File: src/rtl/pwm_pkg.sv
// pwm_pkg: types and constants shared between the PWM generator and pwm_capture.
// Holds the capture FSM state enum, duty word width/full-scale value, the
// nominal period and a 3-input majority helper used by the optional glitch filter.
package pwm_pkg;

  typedef enum logic [1:0] {
    IDLE = 2'd0,
    LOW  = 2'd1,
    HIGH = 2'd2
  } pwm_state_t;

  localparam int                PWM_PERIOD_DEFAULT = 255;
  localparam int                DUTY_W             = 8;
  localparam logic [DUTY_W-1:0] DUTY_FULL          = 8'hFF;

  function automatic logic maj3(input logic a, input logic b, input logic c);
    return (a & b) | (a & c) | (b & c);
  endfunction

endpackage

File: src/rtl/pwm_edge_sync.sv
// pwm_edge_sync: brings the asynchronous PWM line into the clk domain and
// produces registered rise/fall pulses aligned with the level output `sync`.
// Ports: clk, rst (sync, active high), din (async line); sync (settled level),
// rise/fall (one-cycle pulses, asserted in the same cycle `sync` takes the new level).
// Macro PWM_CAP_GLITCH_FILTER_EN inserts a registered 3-tap majority filter,
// rejecting single-cycle pulses and adding 2 cycles of delay.
module pwm_edge_sync
  import pwm_pkg::*;
(
  input  logic clk,
  input  logic rst,
  input  logic din,
  output logic sync,
  output logic rise,
  output logic fall
);

  logic s1, s2;
  logic lvl;
  logic prev;

  // Two-flop synchronizer.
  always_ff @(posedge clk) begin
    if (rst) begin
      s1 <= 1'b0;
      s2 <= 1'b0;
    end else begin
      s1 <= din;
      s2 <= s1;
    end
  end

`ifdef PWM_CAP_GLITCH_FILTER_EN
  logic t1, t2, filt;

  // A level must persist on two of three consecutive samples to pass, so an
  // isolated one-cycle pulse never reaches the edge detector.
  always_ff @(posedge clk) begin
    if (rst) begin
      t1   <= 1'b0;
      t2   <= 1'b0;
      filt <= 1'b0;
    end else begin
      t1   <= s2;
      t2   <= t1;
      filt <= maj3(s2, t1, t2);
    end
  end

  assign lvl = filt;
`else
  assign lvl = s2;
`endif

  // Edge pulses are registered together with the previous-value register so
  // that `sync` (== prev) already shows the new level when the pulse is seen.
  always_ff @(posedge clk) begin
    if (rst) begin
      prev <= 1'b0;
      rise <= 1'b0;
      fall <= 1'b0;
    end else begin
      prev <= lvl;
      rise <= lvl & ~prev;
      fall <= ~lvl & prev;
    end
  end

  assign sync = prev;

endmodule

File: src/rtl/pwm_capture.sv
// pwm_capture: recovers the 8-bit duty word from a PWM line made by the 8-bit
// generator (low for D cycles, high for PERIOD-D cycles; D=255 is constant low).
// Ports: CLK, RST (sync, active high), E (enable), PWM_IN (async line);
// D (duty), X (full scale), VALID (publish pulse), ERR (bad period pulse).
// VALID/ERR arrive 3 cycles after the falling edge is first sampled; with
// PWM_CAP_GLITCH_FILTER_EN defined a majority filter adds 2 cycles (5 total).
module pwm_capture
  import pwm_pkg::*;
#(
  parameter int PERIOD = PWM_PERIOD_DEFAULT,
  parameter int TOL    = 2,
  parameter int CW     = 9
) (
  input  logic              CLK,
  input  logic              RST,
  input  logic              E,
  input  logic              PWM_IN,
  output logic [DUTY_W-1:0] D,
  output logic              X,
  output logic              VALID,
  output logic              ERR
);

  localparam logic [CW-1:0] CNT_MAX   = {CW{1'b1}};
  localparam logic [CW-1:0] FULL_CNT  = CW'(DUTY_FULL);
  localparam logic [CW-1:0] RUN_LIMIT = CW'(PERIOD + TOL + 1);
  localparam logic [CW:0]   P_MIN     = (CW+1)'(PERIOD - TOL);
  localparam logic [CW:0]   P_MAX     = (CW+1)'(PERIOD + TOL);

  logic sync, rise, fall;

  pwm_edge_sync u_edge (
    .clk  (CLK),
    .rst  (RST),
    .din  (PWM_IN),
    .sync (sync),
    .rise (rise),
    .fall (fall)
  );

  pwm_state_t        state, state_nxt;
  logic [CW-1:0]     lo_cnt, lo_nxt;
  logic [CW-1:0]     hi_cnt, hi_nxt;
  logic [CW-1:0]     run_cnt, run_nxt, run_inc;
  logic [CW:0]       period;
  logic [DUTY_W-1:0] d_nxt;
  logic              x_nxt, valid_nxt, err_nxt;

  function automatic logic [CW-1:0] sat_inc(input logic [CW-1:0] v);
    return (v == CNT_MAX) ? v : v + CW'(1);
  endfunction

  always_comb begin
    state_nxt = state;
    lo_nxt    = lo_cnt;
    hi_nxt    = hi_cnt;
    run_nxt   = run_cnt;
    d_nxt     = D;
    x_nxt     = X;
    valid_nxt = 1'b0;
    err_nxt   = 1'b0;
    period    = {1'b0, lo_cnt} + {1'b0, hi_cnt};
    run_inc   = sat_inc(run_cnt);

    if (!E) begin
      state_nxt = IDLE;
      lo_nxt    = '0;
      hi_nxt    = '0;
      run_nxt   = '0;
    end else if (rise || fall) begin
      // Any edge restarts the stuck-line timer; it also outranks a timeout
      // landing in the same cycle.
      run_nxt = '0;
      unique case (state)
        IDLE: begin
          if (fall) begin
            state_nxt = LOW;
            lo_nxt    = CW'(1);
            hi_nxt    = '0;
          end
        end
        LOW: begin
          if (rise) begin
            state_nxt = HIGH;
            hi_nxt    = CW'(1);
          end else begin
            lo_nxt = sat_inc(lo_cnt);
          end
        end
        HIGH: begin
          if (fall) begin
            // Full low+high period closed: publish if it is a plausible period.
            if (period >= P_MIN && period <= P_MAX) begin
              d_nxt     = (lo_cnt >= FULL_CNT) ? DUTY_FULL : lo_cnt[DUTY_W-1:0];
              x_nxt     = (lo_cnt >= FULL_CNT);
              valid_nxt = 1'b1;
            end else begin
              err_nxt = 1'b1;
            end
            state_nxt = LOW;
            lo_nxt    = CW'(1);
            hi_nxt    = '0;
          end else begin
            hi_nxt = sat_inc(hi_cnt);
          end
        end
        default: begin
          state_nxt = IDLE;
          lo_nxt    = '0;
          hi_nxt    = '0;
        end
      endcase
    end else if (run_inc == RUN_LIMIT) begin
      // No edge for a whole tolerated period: the line is stuck, which is how
      // the generator encodes the two extreme duty values.
      d_nxt     = sync ? '0 : DUTY_FULL;
      x_nxt     = ~sync;
      valid_nxt = 1'b1;
      run_nxt   = '0;
      state_nxt = IDLE;
      lo_nxt    = '0;
      hi_nxt    = '0;
    end else begin
      run_nxt = run_inc;
      if (state == LOW)  lo_nxt = sat_inc(lo_cnt);
      if (state == HIGH) hi_nxt = sat_inc(hi_cnt);
    end
  end

  always_ff @(posedge CLK) begin
    if (RST) begin
      state   <= IDLE;
      lo_cnt  <= '0;
      hi_cnt  <= '0;
      run_cnt <= '0;
      D       <= '0;
      X       <= 1'b0;
      VALID   <= 1'b0;
      ERR     <= 1'b0;
    end else begin
      state   <= state_nxt;
      lo_cnt  <= lo_nxt;
      hi_cnt  <= hi_nxt;
      run_cnt <= run_nxt;
      D       <= d_nxt;
      X       <= x_nxt;
      VALID   <= valid_nxt;
      ERR     <= err_nxt;
    end
  end

endmodule

File: config.mk
export PLATFORM = sky130hd
export DESIGN_NAME = pwm_capture
export DESIGN_NICKNAME = d
export VERILOG_FILES = /design/src/rtl/pwm_pkg.sv /design/src/rtl/pwm_edge_sync.sv /design/src/rtl/pwm_capture.sv
export SDC_FILE = /design/constraint.sdc
export NUM_CORES = 1
export LEC_CHECK = 0
export ABC_AREA = 1
export CORE_MARGIN = 2
export CORE_UTILIZATION = 35
export DETAILED_ROUTE_END_ITERATION = 7
export PLACE_DENSITY = 0.62
export REMOVE_ABC_BUFFERS = 1
export SLEW_MARGIN = 10
export SYNTH_ARGS = -nofsm -noshare
export SYNTH_HDL_FRONTEND = slang
export SYNTH_SLANG_ARGS = --single-unit
File: constraint.sdc
create_clock -name CLK -period 3.1 [get_ports CLK]
set_input_delay 0.93 -clock CLK [delete_from_list [all_inputs] [get_ports CLK]]
set_output_delay 0.93 -clock CLK [all_outputs]
set_load 0.1 [all_outputs]
Word-level counts from Yosys, hierarchy flattened
Cells that the tools add are included.
Operators by class
  eq/ne operators: 13
  add/sub/neg operators: 4
  bitwise operators: 8
  order comparisons: 3
  reduce and logical (&&, ||, !) cells: 14
  multiplexer cells: 39
Operators by type and width (number)
  2-to-1 mux 9 bit: 14
  2-to-1 mux 8 bit: 7
  == test 9 bit, second input constant: 4
  adder 9 x 1 -> 9 bit, second input constant: 3
  one-hot mux 9 bit (3 select lines): 1
  one-hot mux 9 bit (2 select lines): 1
  2-to-1 mux 1 bit: 11
  adder 9 x 9 -> 10 bit: 1
  greater-or-equal comparator 10 x 8 -> 1 bit, second input constant: 1
  less-or-equal comparator 10 x 9 -> 1 bit, second input constant: 1
  greater-or-equal comparator 9 x 8 -> 1 bit, second input constant: 1
  inequality test 3 x 2 -> 1 bit, second input constant: 3
  AND reduction 3 bit: 3
  2-to-1 mux 2 bit: 4
  inequality test 2 x 1 -> 1 bit, second input constant: 3
  inverter 1 bit: 6
  nonzero test 3 bit: 2
  AND reduction 5 bit: 1
  OR reduction 5 bit: 1
  one-hot mux 2 bit (2 select lines): 1
  OR reduction 2 bit: 2
  OR reduction 4 bit: 1
  inequality test 3 bit, second input constant: 1
  AND 1 bit: 2
  other kinds (6): 6
Word-level totals
  input bits: 4
  word-level logic and storage cells: 94
  bits in registers: 45
  output and inout bits: 11

Depth between registers and ports, before layout
  depth in word-level cells: 7
  depth in mapped cells: 18

Cells and area by module
Synthesis repeated with hierarchy kept, for this count alone.
Second synthesis, totals
  cell total of the unflattened synthesis: 469
  area total of the unflattened synthesis: 3052.9 sq um
By module, submodules not included
  pwm_capture: seq. area each 800.8 sq um, area an instance 2912.8 sq um, instances 1, cells each 454
  pwm_edge_sync: seq. area each 100.1 sq um, area an instance 140.1 sq um, instances 1, cells each 15

Least setup slack after synthesis
OpenSTA, ideal clock, no wires.
  path kind: reg-to-reg
  from: register hi_cnt[0]
  to: register D[0]
  buffers on the path: 1
  required time: 2.987 ns
  clock period less this slack: 2.186 ns
  arrival: 2.074 ns
  path slack: 0.914 ns
  stages on the path, launching flop included: 18
  path through: dfxtp_1 ha_1 fa_1 nand2_1 nand2_1 nand3_1 nand2_1 nand2_1 nand2_1 nor2_1 nand3_1 nand2_1 nand4_2 nand2_4 nand2_2 buf_6 nor2_1 nor2_1
On the way
  longest elaborated chain between the ends: 5
  elaborated cells on any way between the ends: 6
  those cells by class: 1 x add/sub; 2 x order compare; 1 x eq/ne; 2 x reduce/logical
RTL lines
  from (decl): line pwm_capture.sv:43  | logic [CW-1:0] hi_cnt, hi_nxt;
  from (signal assigned): line pwm_capture.sv:143  | hi_cnt <= hi_nxt;
  adder 9 x 9 -> 10 bit *: line pwm_capture.sv:62  | period = {1'b0, lo_cnt} + {1'b0, hi_cnt};
  greater-or-equal comparator 10 x 8 -> 1 bit or less-or-equal comparator 10 x 9 -> 1 bit (tied branches): line pwm_capture.sv:93  | if (period >= P_MIN && period <= P_MAX) begin
  logical AND 1 bit *: line pwm_capture.sv:93
  inequality test 2 x 1 -> 1 bit (no line) *
  AND reduction 5 bit (no line) *
  to (signal assigned): line pwm_capture.sv:145  | D <= d_nxt;
  to (decl): line pwm_capture.sv:18  | output logic [DUTY_W-1:0] D,
Mark *: on every way between the ends. The rest lies on a longest branch, timed or not.
A chain may end at the register's enable or synchronous reset.

Worst setup path after layout
  from: register hi_cnt[0]
  to: register D[4]
The elaborated chain is that of the path after synthesis.

==> flow_metrics.env <==
export IMPL_outcome="finished, final reports clean"
export IMPL_die_x_um=96.6
export IMPL_rsz0062_at_grt="false"
export IMPL_cts_tree="yes"
export IMPL_clock_latency_ns=0.30
export IMPL_grt_max_degree=15
export IMPL_synth_area_top_cells="dfxtp_1 (30%), nand2_1 (15%), nor2_1 (8.0%)"
export IMPL_htreeDepth=2
export IMPL_vdd_drop_max_mv=0.255
export IMPL_yosysMostFrequentCell="nand2_1"
export IMPL_fin_skew_ns=0.00391
export IMPL_critPathRequiredTime_ns=3.34
export IMPL_netlist_area_um2=3000
export IMPL_wire_per_inst_um=11.1
export IMPL_fin_nets=498
export IMPL_holdBufCountCts=0
export IMPL_ys_async_sr_fraction_pct=0
export IMPL_slew_violations=0
export IMPL_clock_sinks=45
export IMPL_path_class="reg2reg"
export IMPL_grt_ovfl_total=0
export IMPL_hpwl_um=5090
export IMPL_grt_pass1_wl_um=11300
export IMPL_root_buffer="clkbuf_8"
export IMPL_rows=33
export IMPL_area_growth_pct=11.4
export IMPL_drc=0
export IMPL_vias_per_cell=4.70
export IMPL_antenna_cells=0
export IMPL_clkTransAtPathRegs_ns=0.09
export IMPL_place_congestion=0.912
export IMPL_fmax_ghz=0.401
export IMPL_synth_top_area_share_pct=30.1
export IMPL_start_util_pct=36.3
export IMPL_dr_pass1_iters=4
export IMPL_die_area_um2=9320
export IMPL_synth_seq_cells=45
export IMPL_setup_worst_path_start_class="register"
export IMPL_cts_buffers=5
export IMPL_yosysSeqAreaShare_pct=30.1
export IMPL_synth_top_area_cell="dfxtp_1"
export IMPL_routed_wl_um=6450
export IMPL_vias=2733
export IMPL_min_path_type="reg2reg"
export IMPL_track_usage_pct=15.2
export IMPL_finalSetupTns_ns=0
export IMPL_period_share_pct=80.5
export IMPL_synth_cells=458
export IMPL_drive_gt1_share_pct=10.5
export IMPL_syn_avg_cell_area_um2=6.55
export IMPL_cts_setup_buffers=0
export IMPL_synth_cell_types=38
export IMPL_endpoint_kind="register"
export IMPL_ant_nets=0
export IMPL_fin_total_pwr_mw=1.14
export IMPL_ys_flop_type="dfxtp_1"
export IMPL_cts_buffer_depth=2
export IMPL_initialDrtViolationCount=127
export IMPL_leakage_nw=1.61
export IMPL_min_period_ns=2.50
export IMPL_cp_max_fo=13
export IMPL_portBuffers=14
export IMPL_ys_warn_count=0
export IMPL_max_slew_margin_pct=68.1
export IMPL_r2r_slack_ns=0.60
export IMPL_setup_viol=0
export IMPL_antenna_found_initial=0
export IMPL_grt_pass1_vias=2482
export IMPL_cts_resized=0
export IMPL_fillers=888
export IMPL_hold_violations=0
export IMPL_synthTopCellsByCount="nand2_1 (121), nor2_1 (64), inv_1 (61)"
export IMPL_synth_enable_flop_cells=0
export IMPL_die_h_um=96.6
export IMPL_coreArea_um2=8260
export IMPL_pin_count=15
export IMPL_arrival_ns=2.74
export IMPL_maxCapViolations=0
export IMPL_worst_pin_slew_ns=0.479
export IMPL_powerDensity_nw_per_um2=341
==> report_power, final <==
part           internal (mW)  switching, mW
clock network          0.262          0.206
logic                 0.0284         0.0515
registers              0.584        0.00748
==> routing by layer <==
layer,wire [um],up-vias,global-route usage (%)
met2,2920,51,24.3
met5,0,-,0
li1,-,1487,-
met4,102,0,3.99
met3,241,12,3.26
met1,3180,1183,20.8
==> logic make-up after synthesis <==
| family | synth area share, % |
|---|---|
| AOI/OAI and AO/OA | 8.85 |
| xor gates and xnor gates | 3.51 |
| adders and majority gates | 7.76 |
| buffers and inverters | 9.56 |
| DFF | 30.0 |
| muxes | 0.334 |
| and+or+nand+nor | 39.9 |
==> metrics by stage <==
step	setup WS (ns)	hold slack [ns]	utilization, %	cell area [um2]	std cells
floorplan	0.963	0.388	-	2960	453
global placement	0.555	0.392	39.0	3220	574
detailed placement	0.516	0.397	39.0	3220	574
CTS	0.594	0.410	40.5	3340	582
global route	0.311	0.443	40.5	3340	582
finish	0.604	0.408	40.5	3340	582
==> flip-flops by register name, summed over array words and instances, names as in the netlist, named ones only <==
signal       cells
u_edge.rise      1
u_edge.sync      1
X                1
lo_cnt           9
state            2
hi_cnt           9
D                8
VALID            1
u_edge.lvl       1
u_edge.fall      1
run_cnt          8
ERR              1
u_edge.s1        1
==> layout by cell type (no fill, tap or decap), drive strengths merged <==
cell type,Yosys,layout
nand2,127,127
a31oi,1,1
clkdlybuf4s50,0,3
mux2i,1,1
inv,65,65
nor3b,1,1
a31o,1,1
clkbuf,1,6
a21oi,26,26
o21ai,21,21
clkinvlp,0,1
dfxtp,45,45
nand3,41,41
or2,5,5
ha,17,17
o21bai,1,1
nor3,8,8
nand3b,5,5
nand4,4,4
nor4,2,2
fa,1,1
clkinv,1,1
buf,4,13
xnor2,4,4
xor2,8,8
nor2,68,68
bufinv,0,1
==> path summary, 6_finish.rpt <==
path / start / to / cells past startpoint
worst max-delay path: hi_cnt[0] / D[4] / 17
worst min-delay path: u_edge.s1 / u_edge.lvl / 2
worst max register to register: hi_cnt[0] / D[4] / 17
worst min register to register: u_edge.s1 / u_edge.lvl / 2
==> worst max-delay path: stages (launching register included) <==
cell and delay [ns]:
dfxtp_1 0.37, ha_1 0.23, fa_1 0.43, nand2_1 0.08, nand2_1 0.06, nand3_1 0.10, nand2_1 0.08, nand2_1 0.07
nand2_1 0.06, nor2_1 0.08, nand3_1 0.08, nand2_1 0.10, nand4_2 0.15, nand2_4 0.13, nand2_2 0.15, nand2_1 0.11
nand2_1 0.05, nor2_1 0.09
==> final cells by class <==
cell class / count / area (um2) / share of cell area, %
inverter: 66 / 250 / 7.49
clock buffer: 6 / 82.6 / 2.47
multi-input combinational: 342 / 1810 / 54.2
sequential: 45 / 901 / 27.0
tap: 105 / 131 / 3.93
clock inverter: 2 / 37.5 / 1.12
timing repair buffer: 16 / 128 / 3.82
No activity file was read; power rests on OpenSTA's default activity.
